[src/rtl/sms_pkg.sv]
// Shared definitions for the Simon memory-mapped peripherals: colour codes,
// bus addresses, status-word layout and the sequence-player state type.
package sms_pkg;

  localparam logic [1:0] RED    = 2'b00;
  localparam logic [1:0] BLUE   = 2'b01;
  localparam logic [1:0] GREEN  = 2'b10;
  localparam logic [1:0] YELLOW = 2'b11;

  // Addresses 5..9 belong to the button, LED, audio and servo peripherals.
  localparam logic [11:0] ADDR_PERIPH_FIRST = 12'd5;
  localparam logic [11:0] ADDR_PERIPH_LAST  = 12'd9;
  localparam logic [11:0] ADDR_DATA         = 12'd10;
  localparam logic [11:0] ADDR_CTRL         = 12'd11;
  localparam logic [11:0] ADDR_STAT         = 12'd12;

  localparam int CTRL_START_BIT = 0;
  localparam int CTRL_CLEAR_BIT = 1;

  localparam int STAT_COUNT_W  = 6;
  localparam int STAT_BUSY_BIT = 8;
  localparam int STAT_FULL_BIT = 9;
  localparam int STAT_ERR_BIT  = 10;
  localparam int STAT_DONE_BIT = 11;

  typedef enum logic [1:0] {
    ST_IDLE = 2'd0,
    ST_ON   = 2'd1,
    ST_GAP  = 2'd2
  } play_state_e;

  // clog2 that never yields a zero-width vector
  function automatic int safe_clog2(input int v);
    return (v <= 1) ? 1 : $clog2(v);
  endfunction

endpackage

[src/rtl/cycle_timer.sv]
// Loadable down-counter: load wins, otherwise counts down and parks at zero.
module cycle_timer #(
  parameter int W = 2
) (
  input  logic         clock,
  input  logic         reset,
  input  logic         load,
  input  logic [W-1:0] load_value,
  output logic [W-1:0] value,
  output logic         zero
);

  logic [W-1:0] value_q;
  logic [W-1:0] value_d;

  always_comb begin
    value_d = value_q;
    if (load) begin
      value_d = load_value;
    end else if (value_q != '0) begin
      value_d = value_q - W'(1);
    end
  end

  always_ff @(posedge clock or negedge reset) begin
    if (!reset) begin
      value_q <= '0;
    end else begin
      value_q <= value_d;
    end
  end

  assign value = value_q;
  assign zero  = (value_q == '0);

endmodule

[src/rtl/sequence_player.sv]
// Stores a Simon colour sequence written over the data bus and replays it
// on the LED/audio enables with fixed on/gap timing after a start command.
module sequence_player
  import sms_pkg::*;
#(
  parameter int DEPTH      = 32,
  parameter int ON_CYCLES  = 25_000_000,
  parameter int OFF_CYCLES = 12_500_000
) (
  input  logic        clock,
  input  logic        reset,
  input  logic        wren,
  input  logic [11:0] address_dmem,
  input  logic [31:0] data,
  output logic        stat_hit,
  output logic [31:0] stat_data,
  output logic [1:0]  color,
  output logic        active,
  output logic        done
);

  localparam int CW = $clog2(DEPTH + 1);
  localparam int IW = safe_clog2(DEPTH);
  localparam int TW = safe_clog2((ON_CYCLES > OFF_CYCLES) ? ON_CYCLES : OFF_CYCLES);
  localparam logic [TW-1:0] ON_LOAD  = TW'(ON_CYCLES - 1);
  localparam logic [TW-1:0] OFF_LOAD = TW'(OFF_CYCLES - 1);

  play_state_e   state_q, state_d;
  logic [CW-1:0] count_q, count_d;
  logic [IW-1:0] idx_q, idx_d;
  logic          err_q, err_d;
  logic          done_flag_q, done_flag_d;
  logic          done_q, done_d;
  logic [1:0]    color_q, color_d;

  logic [1:0]    buf_q [DEPTH];
  logic          buf_we;

  logic          timer_load;
  logic [TW-1:0] timer_load_value;
  logic [TW-1:0] timer_value;
  logic          timer_zero;

  logic data_wr, ctrl_wr, busy, full, last_entry;

  cycle_timer #(.W(TW)) u_timer (
    .clock      (clock),
    .reset      (reset),
    .load       (timer_load),
    .load_value (timer_load_value),
    .value      (timer_value),
    .zero       (timer_zero)
  );

  assign data_wr    = wren && (address_dmem == ADDR_DATA);
  assign ctrl_wr    = wren && (address_dmem == ADDR_CTRL);
  assign busy       = (state_q != ST_IDLE);
  assign full       = (count_q == CW'(DEPTH));
  assign last_entry = (CW'(idx_q) == count_q - CW'(1));

  always_comb begin
    state_d          = state_q;
    count_d          = count_q;
    idx_d            = idx_q;
    err_d            = err_q;
    done_flag_d      = done_flag_q;
    done_d           = 1'b0;
    color_d          = color_q;
    buf_we           = 1'b0;
    timer_load       = 1'b0;
    timer_load_value = ON_LOAD;

    case (state_q)
      ST_ON: begin
        if (timer_zero) begin
          state_d          = ST_GAP;
          timer_load       = 1'b1;
          timer_load_value = OFF_LOAD;
        end
      end
      ST_GAP: begin
        if (timer_zero) begin
          if (last_entry) begin
            state_d     = ST_IDLE;
            done_d      = 1'b1;
            done_flag_d = 1'b1;
          end else begin
            idx_d      = idx_q + IW'(1);
            state_d    = ST_ON;
            timer_load = 1'b1;
            color_d    = buf_q[idx_d];
          end
        end
      end
      default: ;
    endcase

    // Bus commands override the playback step; clear beats everything.
    if (ctrl_wr && data[CTRL_CLEAR_BIT]) begin
      count_d     = '0;
      err_d       = 1'b0;
      done_flag_d = 1'b0;
      done_d      = 1'b0;
      state_d     = ST_IDLE;
    end else if (ctrl_wr && data[CTRL_START_BIT]) begin
      if (!busy && (count_q != '0)) begin
        idx_d       = '0;
        done_flag_d = 1'b0;
        state_d     = ST_ON;
        timer_load  = 1'b1;
        color_d     = buf_q[idx_d];
      end else begin
        err_d = 1'b1;
      end
    end else if (data_wr) begin
      if (busy || full) begin
        err_d = 1'b1;
      end else begin
        buf_we  = 1'b1;
        count_d = count_q + CW'(1);
      end
    end
  end

  always_ff @(posedge clock or negedge reset) begin
    if (!reset) begin
      state_q     <= ST_IDLE;
      count_q     <= '0;
      idx_q       <= '0;
      err_q       <= 1'b0;
      done_flag_q <= 1'b0;
      done_q      <= 1'b0;
      color_q     <= RED;
    end else begin
      state_q     <= state_d;
      count_q     <= count_d;
      idx_q       <= idx_d;
      err_q       <= err_d;
      done_flag_q <= done_flag_d;
      done_q      <= done_d;
      color_q     <= color_d;
    end
  end

  // Sequence storage has no reset so it can map onto distributed/block RAM.
  always_ff @(posedge clock) begin
    if (buf_we) begin
      buf_q[count_q[IW-1:0]] <= data[1:0];
    end
  end

  always_comb begin
    stat_data                       = '0;
    stat_data[STAT_COUNT_W-1:0]     = STAT_COUNT_W'(count_q);
    stat_data[STAT_BUSY_BIT]        = busy;
    stat_data[STAT_FULL_BIT]        = full;
    stat_data[STAT_ERR_BIT]         = err_q;
    stat_data[STAT_DONE_BIT]        = done_flag_q;
  end

  assign stat_hit = (address_dmem == ADDR_STAT);
  assign active   = (state_q == ST_ON);
  assign color    = color_q;
  assign done     = done_q;

  logic unused_bits;
  assign unused_bits = ^{data[31:2], timer_value};

endmodule

[config.mk]
export PLATFORM = sky130hd
export DESIGN_NAME = sequence_player
export DESIGN_NICKNAME = d
export VERILOG_FILES = /design/src/rtl/sms_pkg.sv /design/src/rtl/cycle_timer.sv /design/src/rtl/sequence_player.sv
export SDC_FILE = /design/constraint.sdc
export NUM_CORES = 1
export LEC_CHECK = 0
export ABC_CLOCK_PERIOD_IN_PS = 4520
export CORE_MARGIN = 10
export CORE_UTILIZATION = 55
export DETAILED_ROUTE_END_ITERATION = 7
export GPL_ROUTABILITY_DRIVEN = 0
export PLACE_DENSITY_LB_ADDON = 0.08
export SETUP_SLACK_MARGIN = 0.15
export SYNTH_ARGS = -nofsm -noshare
export SYNTH_HDL_FRONTEND = slang
export SYNTH_SLANG_ARGS = --single-unit
[constraint.sdc]
create_clock -name clock -period 4.52 [get_ports clock]
set_input_delay 1.13 -clock clock [delete_from_list [all_inputs] [get_ports clock]]
set_output_delay 1.13 -clock clock [all_outputs]
set_load 0.05 [all_outputs]
=== Yosys cells after proc, flatten, opt, wreduce, memory -nomap -nowiden ===
Memories as Yosys holds them, arrays and structs flattened.
Cells that the tools add are included.

* Flip-flop bits (word level): 43
* Bits in writable memories: 64
* Output and inout port bits: 37
* Logic and storage cells: 95
* Memories: 1

{| class="wikitable"
|+ Memories
! name !! depth !! width !! read ports !! clocked after memory_dff !! wr ports !! RTL line !! text
|-
| buf_q || 32 || 2 || 2 || 0 || 1 || sequence_player.sv:36 || <nowiki>logic [1:0] buf_q [DEPTH];</nowiki>
|}

* $add $sub $neg: 4
* Equality and inequality tests: 10
* Muxes and demuxes: 55
* Reduce and logical (&&, ||, !) cells: 17

{| class="wikitable"
|+ Operators by type and width
! kind !! count
|-
| $mux W25 || 4
|-
| $eq A12 B4 Y1 const B || 3
|-
| $mux W5 || 6
|-
| $mux W1 || 28
|-
| $logic_not A25 Y1 || 1
|-
| $reduce_bool A25 Y1 || 1
|-
| $sub A25 B1 Y25 const B || 1
|-
| $mux W6 || 4
|-
| $mux W2 || 11
|-
| $add A6 B1 Y6 const B || 1
|-
| $eq A5 B6 Y1 || 1
|-
| $eq A6 B6 Y1 const B || 1
|-
| $reduce_and A3 Y1 || 2
|-
| $reduce_bool A2 Y1 || 3
|-
| $reduce_bool A3 Y1 || 2
|-
| $reduce_bool A6 Y1 || 1
|-
| $sub A6 B1 Y6 const B || 1
|-
| $add A5 B1 Y5 const B || 1
|-
| $logic_and A1 B1 Y1 || 5
|-
| $ne A2 B2 Y1 const B || 2
|-
| $pmux W2 S2 || 1
|-
| $ne A3 B3 Y1 const B || 1
|-
| $eq A2 B1 Y1 const B || 1
|-
| $eq A2 B2 Y1 const B || 1
|-
| other kinds (3) || 3
|}

=== Longest topological paths before layout ===
Gate-level depths: netlist of run 1.

* Word-level depth: 9
* Mapped depth: 9
* Mapped depth without buffers: 8

=== Modules after synthesis ===
From an unflattened synthesis of run 1, not the netlist that was laid out.

* Cells, all modules: 483
* Area, all modules: 5662.9 sq um

{| class="wikitable"
|+ Modules (own cells, without submodules)
! module !! instances !! cells an instance !! area an instance (sq um)
|-
| sequence_player || 1 || 331 || 4185.3
|-
| cycle_timer || 1 || 152 || 1477.7
|}

=== Worst setup path after synthesis of run 1 ===
No wires, ideal clock.

* Path type: in2out
* Start: in address_dmem[9]
* End: out stat_hit
* Arrival: 3241 ps
* Data required time: 3390 ps
* Setup slack: 149 ps
* Cell stages on the path: 2
* Path through: or4_1 -> nor4_1

* Cells in the longest elaborated chain, start to end: 1

{| class="wikitable"
|+ RTL lines
! element !! RTL line !! text
|-
| from (decl) || sequence_player.sv:13 || <nowiki>input logic [11:0] address_dmem,</nowiki>
|-
| $eq A12 B4 Y1 || sequence_player.sv:161 || <nowiki>assign stat_hit = (address_dmem == ADDR_STAT);</nowiki>
|-
| to (decl) || sequence_player.sv:15 || <nowiki>output logic stat_hit,</nowiki>
|}

No other way between the ends.

=== Final worst setup path of run 1 ===
Ends and elaborated chain as after synthesis.

==> summary.md, run 1 <==
| Metric | Value |
|---|---|
| Syn. warnings | `0` |
| RSZ-0062 raised after global routing | `no` |
| Multi-input gate area | `2380 um2` |
| Ys async rst share | `40.2%` |
| Die Ht | `121 um` |
| Sequential share of the synthesized area | `53.5%` |
| Post-CTS setup buffers | `0` |
| Mapped Area | `5610 um2` |
| H-tree levels | `3` |
| Run status | `completed` |
| Max Cap Viol | `0` |
| Port Buffers | `31` |
| Initial cell density of the core | `56.8%` |
| Core ar. | `9860 um2` |
| Synth top area cells | `edfxtp_1 34%, dfrtp_1 19%, mux4_2 6.4%` |
| Avg WL per Cell | `18.4 um` |
| WL final | `12000 um` |
| Worst Path Buf+Inv | `2` |
| CP Cell Sequence | `clkdlybuf4s50_1 -> or4_1 -> nor4_2 -> buf_4` |
| Final clock skew | `9.91 ps` |
| Synth cell types | `59` |
| Lkg Pwr | `2.22 nW` |
| Mean Syn Cell Area | `11.5 um2` |
| Worst skew pair latency | `390 ps` |
| # clock sinks | `107` |
| Hold-fix buffers at CTS | `0` |
| Hold Fails Final Rpt | `0` |
| Max_slew headroom | `30.7%` |
| Storage cell area | `3000 um2` |
| Kind of critical path | `input pin to output pin` |
| Proportion of layout cells with a drive suffix above 1 | `12.1%` |
| Worst Setup End Kind | `output pin` |
| Minimum clock period | `3730 ps` |
| Global Route Usage Sum | `17.0%` |
| Crit share post-route | `82.5%` |
| FP Rows | `36` |
| Count leader, synth | `edfxtp_1` |
| Post-synth EDFFs | `64` |
| Vias per cell | `5.72` |
| Largest net degree at the start of global routing | `44` |
| HPWL Detailed | `8380 um` |
| Crit-path max FO | `2` |
| Vias | `3739` |
| Fill count | `813` |
| Fmax | `268 MHz` |
| N_diodes | `0` |
| Placed insts | `638` |
| Crit path required time | `3390 ps` |
| Arr. time, crit path | `2600 ps` |
| Longest Clk Path Bufs | `2` |
| Worst-Margin Slew | `1040 ps` |
| Layout area overhead | `9.96%` |
| HP Class | `flip-flop to flip-flop` |
| #FFs+latches synth | `107` |
| Setup violators final | `0` |
| Final core occ | `62.5%` |
| Final TNS setup | `0 ps` |
| Top post-synthesis cells by count | `64 x edfxtp_1, 61 x nor2_1, 44 x nand2_1` |
| Die width | `121 um` |
| Post-route insts no fill | `654` |
| Critical path launch point type | `input pin` |
| Cell Pwr Density | `287 nW/um2` |
| Root Buffer Master | `clkbuf_8` |
| Number of remaining DRC errors | `0` |
| Ys flop type | `edfxtp_1` |
| Total die area | `14600 um2` |
| Initial DRC Count | `293` |
| Inserted Clock Buffers | `9` |
| Global-route wire length before repair | `19500 um` |
| CTS clock-pin slew for the worst setup and hold paths | `100 ps` |
| First-pass DRT Iterations | `5` |
| Cells after synthesis | `489` |
| Crit path max-delay cell type | `or4_1` |
| Biggest cell delay along the critical path | `580 ps` |
| # resized after CTS | `0` |
| Top cell type's share of synthesized area | `34.3%` |
| GRT overflow | `0` |
| CTS tree | `yes` |
| Max-slew violations | `0` |
| Routed Antenna Nets | `0` |
| Area leader, netlist | `edfxtp_1` |
| Vias in the first global route | `3801` |
| Number of I/O pins | `84` |
| Antenna violations before repair | `0` |
| Fin nets | `572` |
| CP top delay family | `simple AND/OR/NAND/NOR gates` |
| Worst VDD drop | `281 uV` |
## area by class of cell
type | count | share of cell area (%)
clock buffers | 11 | 2.13
clock inverters | 5 | 1.14
inverters | 10 | 0.609
multi-input cells | 347 | 38.7
flip-flops and latches | 107 | 48.6
repair buffers | 41 | 6.13
well taps | 133 | 2.70
## placed cells by master, fill, tap and decap left out, types with 3 or more instances in the layout
cell / instances
edfxtp_1: 64
mux2i_1: 6
nor2b_1: 6
dfrtp_1: 43
or3_1: 8
conb_1: 22
nand2b_1: 6
or4_1: 5
clkdlybuf4s50_1: 29
a31oi_1: 10
nor2_1: 61
nand2_1: 44
and3b_1: 3
a21oi_1: 10
or3b_2: 3
nor3_1: 17
or2_2: 3
nand4_1: 5
nand3b_1: 7
xor2_1: 17
nand3_1: 14
and2_1: 5
o21ai_0: 6
ha_1: 9
clkbuf_8: 9
buf_4: 11
and3_1: 7
mux4_2: 16
xnor2_1: 17
nor4_1: 4
inv_1: 10
## per-stage QoR
step	setup slack, ps	power (mW)	instance area, um2	hold slack, ps
6_report	790	1.77	6160	524
5_1_grt	604	1.83	6160	548
4_1_cts	779	1.78	6160	526
3_5_place_dp	545	1.17	5960	506
3_3_place_gp	585	1.17	5960	491
2_1_floorplan	710	1.15	5690	464
## path summary, 6_finish.rpt
kind                                        start                             to  slack [ps]  cells after the start
max in group asynchronous                   reset   u_timer.value[2]$_DFFE_PN0P_        3000                      1
hold / removal                  err_q$_DFFE_PN0P_              err_q$_DFFE_PN0P_         520                      2
setup reg to reg           count_q[0]$_DFFE_PN0P_  u_timer.value[13]$_DFFE_PN0P_         910                      9
min in group asynchronous                   reset             color[1]$_DFF_PN0_         910                      1
hold reg to reg                 err_q$_DFFE_PN0P_              err_q$_DFFE_PN0P_         520                      2
setup / recovery                  address_dmem[9]                       stat_hit         790                      4
## worst reg2reg max path, cell delays in order (launching register included)
cell and delay, ps:
dfrtp_1 510, inv_1 130, ha_1 270, or4b_2 620, o211ai_1 370, nor4b_1 150
or2_2 300, o22ai_1 800, buf_4 290, nand2_1 60
## cell families (layout without fill, tap and decap cells)
group / Yosys count / after routing / synth area share, %
multiplexers: 24 / 24 / 7.90
flip-flops: 107 / 107 / 53.5
adder cells (fa/ha/maj): 9 / 9 / 2.01
buffers and inverters: 56 / 67 / 5.65
AND/OR/NAND/NOR: 209 / 209 / 19.2
AO/OA/AOI/OAI: 49 / 49 / 6.43
XOR/XNOR: 34 / 34 / 5.31
other: 1 / 22 / 0.0669
## sequential cells by signal (all words and copies together), names as in the netlist, 2 cells and up
name and count:
count_q 6, buf_q 64, color 2, u_timer.value 25, state_q 2, idx_q 5
## metal layers
metal  wire length, um  vias to the layer above  part of all wire (%)  global-route usage, %
met5                 0                        -                     0                      0
met4               185                        0                   1.5                   5.05
met3               545                       17                   4.5                   4.79
met2              6230                       70                    52                   29.3
met1              5040                     1876                    42                   20.3
li1                  -                     1776                     -                      -
## report_power, final
group | internal, mW | switching [mW]
Combinational | 0.0262 | 0.0859
Clock | 0.268 | 0.345
Sequential | 1.04 | 0.00230
Total | 1.33 | 0.434
Note: power is estimated with default switching activity, not from simulation.
==> inputs of run 2 (changes only) <==
- ABC_CLOCK_PERIOD_IN_PS: 4520 -> 3900
- clock period: 4.52 -> 3.9 ns (I/O delays scaled with it)
==> run 2 against run 1 <==
Compared with the run above: routed wire length is 4.4% higher; cell count is 0.76% higher; register-to-register slack worse by 320 ps; sequential share of layout area is 0.30 points lower; clock skew is 5.0 ps higher; combinational power is 17% higher; highest routed layer unchanged; cell area is 0.63% higher; die area stayed put; sequential power is 16% higher; via count is 0.24% lower; clock power is 10% higher.
==> summary.md, run 2 (synthesized netlist as in run 1, its figures left out) <==
| Metric | Value |
|---|---|
| Number of I/O pins | `84` |
| Final TNS setup | `0 ps` |
| Final clock skew | `14.9 ps` |
| Arr. time, crit path | `2520 ps` |
| Max reg flops | `64` |
| Critical path launch point type | `input pin` |
| Post-CTS setup buffers | `0` |
| Port Buffers | `31` |
| Kind of critical path | `input pin to output pin` |
| Storage cell area | `3000 um2` |
| CTS tree | `yes` |
| Multi-input gate area | `2380 um2` |
| Die Ht | `121 um` |
| GRT overflow | `0` |
| Max_slew headroom | `30.5%` |
| Minimum clock period | `3500 ps` |
| Number of remaining DRC errors | `0` |
| Avg WL per Cell | `19.0 um` |
| Antenna violations before repair | `0` |
| Fill count | `780` |
| Max-slew violations | `0` |
| Worst-Margin Slew | `1040 ps` |
| Hold-fix buffers at CTS | `0` |
| Layout area overhead | `10.6%` |
| Crit share post-route | `89.7%` |
| Vias per cell | `5.66` |
| Core ar. | `9860 um2` |
| Worst skew pair latency | `390 ps` |
| Placed insts | `643` |
| Worst VDD drop | `345 uV` |
| Fmax | `286 MHz` |
| Max Cap Viol | `0` |
| HP Class | `flip-flop to flip-flop` |
| FP Rows | `36` |
| Vias | `3730` |
| Global Route Usage Sum | `18.0%` |
| Final hold slack | `522 ps` |
| Hold Fails Final Rpt | `0` |
| Setup violators final | `0` |
| Cell Pwr Density | `325 nW/um2` |
| Largest net degree at the start of global routing | `44` |
| Initial cell density of the core | `56.8%` |
| N_diodes | `0` |
| Initial DRC Count | `340` |
| Post-route insts no fill | `659` |
| Proportion of layout cells with a drive suffix above 1 | `13.1%` |
| H-tree levels | `3` |
| Pre-CTS setup slack | `56.4 ps` |
| CTS clock-pin slew for the worst setup and hold paths | `90 ps` |
| Post-route setup slack | `400 ps` |
| HPWL Detailed | `8920 um` |
| # resized after CTS | `0` |
| Global-route wire length before repair | `20600 um` |
| Crit-path max FO | `2` |
| Most frequent cells in the layout | `64 x edfxtp_1, 61 x nor2_1, 44 x nand2_1, 43 x dfrtp_1, 29 x clkdlybuf4s50_1` |
| Worst Setup End Kind | `output pin` |
| RSZ-0062 raised after global routing | `no` |
| Longest Clk Path Bufs | `2` |
| First-pass DRT Iterations | `4` |
| Commonest non-fill, non-tap cell in the layout | `edfxtp_1` |
| Root Buffer Master | `clkbuf_8` |
| Crit path required time | `2920 ps` |
| Routed Antenna Nets | `0` |
| Total die area | `14600 um2` |
| Inserted Clock Buffers | `9` |
| WL final | `12500 um` |
| Fin nets | `577` |
| Run status | `completed` |
| Lkg Pwr | `2.25 nW` |
| Die width | `121 um` |
| Vias in the first global route | `3892` |
| # clock sinks | `107` |
## run 2: cell count changes in the layout (fill, tap and decap cells not counted)
cell,delta
inv_8,+2
bufinv_16,-1
clkbuf_1,-1
buf_12,+1
buf_4,+4
## run 2: metrics by stage
| stage | utilization, % | power [mW] | area (um2) |
|---|---|---|---|
| after global placement | 60.9 | 1.36 | 6010 |
| after global routing | 62.9 | 2.09 | 6200 |
| after detailed placement | 60.9 | 1.36 | 6010 |
| after CTS | 62.9 | 2.03 | 6200 |
| final | 62.9 | 2.01 | 6200 |
| after floorplan | - | 1.33 | 5690 |
## run 2: critical path: stages
cell and delay, ps:
clkdlybuf4s50_1 400, or4_1 580, nor4_2 390, buf_12 190
## run 2: cell type report
class / count / share of cell area, %
multi-input combinational: 347 / 38.4
clock buffer: 10 / 2.06
inverter: 10 / 0.605
tap: 133 / 2.68
clock inverter: 6 / 1.01
sequential: 107 / 48.3
timing repair buffer: 46 / 6.90
## run 2: worst paths after layout
check | startpoint | end | slack (ps) | depth (start not counted)
min reg2reg | u_timer.value[19]$_DFFE_PN0P_ | u_timer.value[19]$_DFFE_PN0P_ | 520 | 2
min | u_timer.value[19]$_DFFE_PN0P_ | u_timer.value[19]$_DFFE_PN0P_ | 520 | 2
max in group asynchronous | reset | u_timer.value[17]$_DFFE_PN0P_ | 2490 | 1
min in group asynchronous | reset | u_timer.value[18]$_DFFE_PN0P_ | 760 | 1
max | address_dmem[9] | stat_hit | 400 | 4
max reg2reg | count_q[0]$_DFFE_PN0P_ | u_timer.value[20]$_DFFE_PN0P_ | 590 | 9
## run 2: per-layer routing
| layer | vias up | share of wire (%) | track usage, % |
|---|---|---|---|
| li1 | 1787 | - | - |
| met1 | 1833 | 41 | 21.6 |
| met2 | 93 | 53 | 30.9 |
| met3 | 17 | 4.9 | 4.61 |
| met4 | 0 | 1.8 | 5.51 |
| met5 | - | 0 | 0 |
## run 2: power by group
part,switching (mW),internal (mW),leakage (nW)
logic,0.100,0.0305,1.09
registers,0.00258,1.20,1.06
clock network,0.423,0.254,0.0987
total,0.526,1.49,2.25
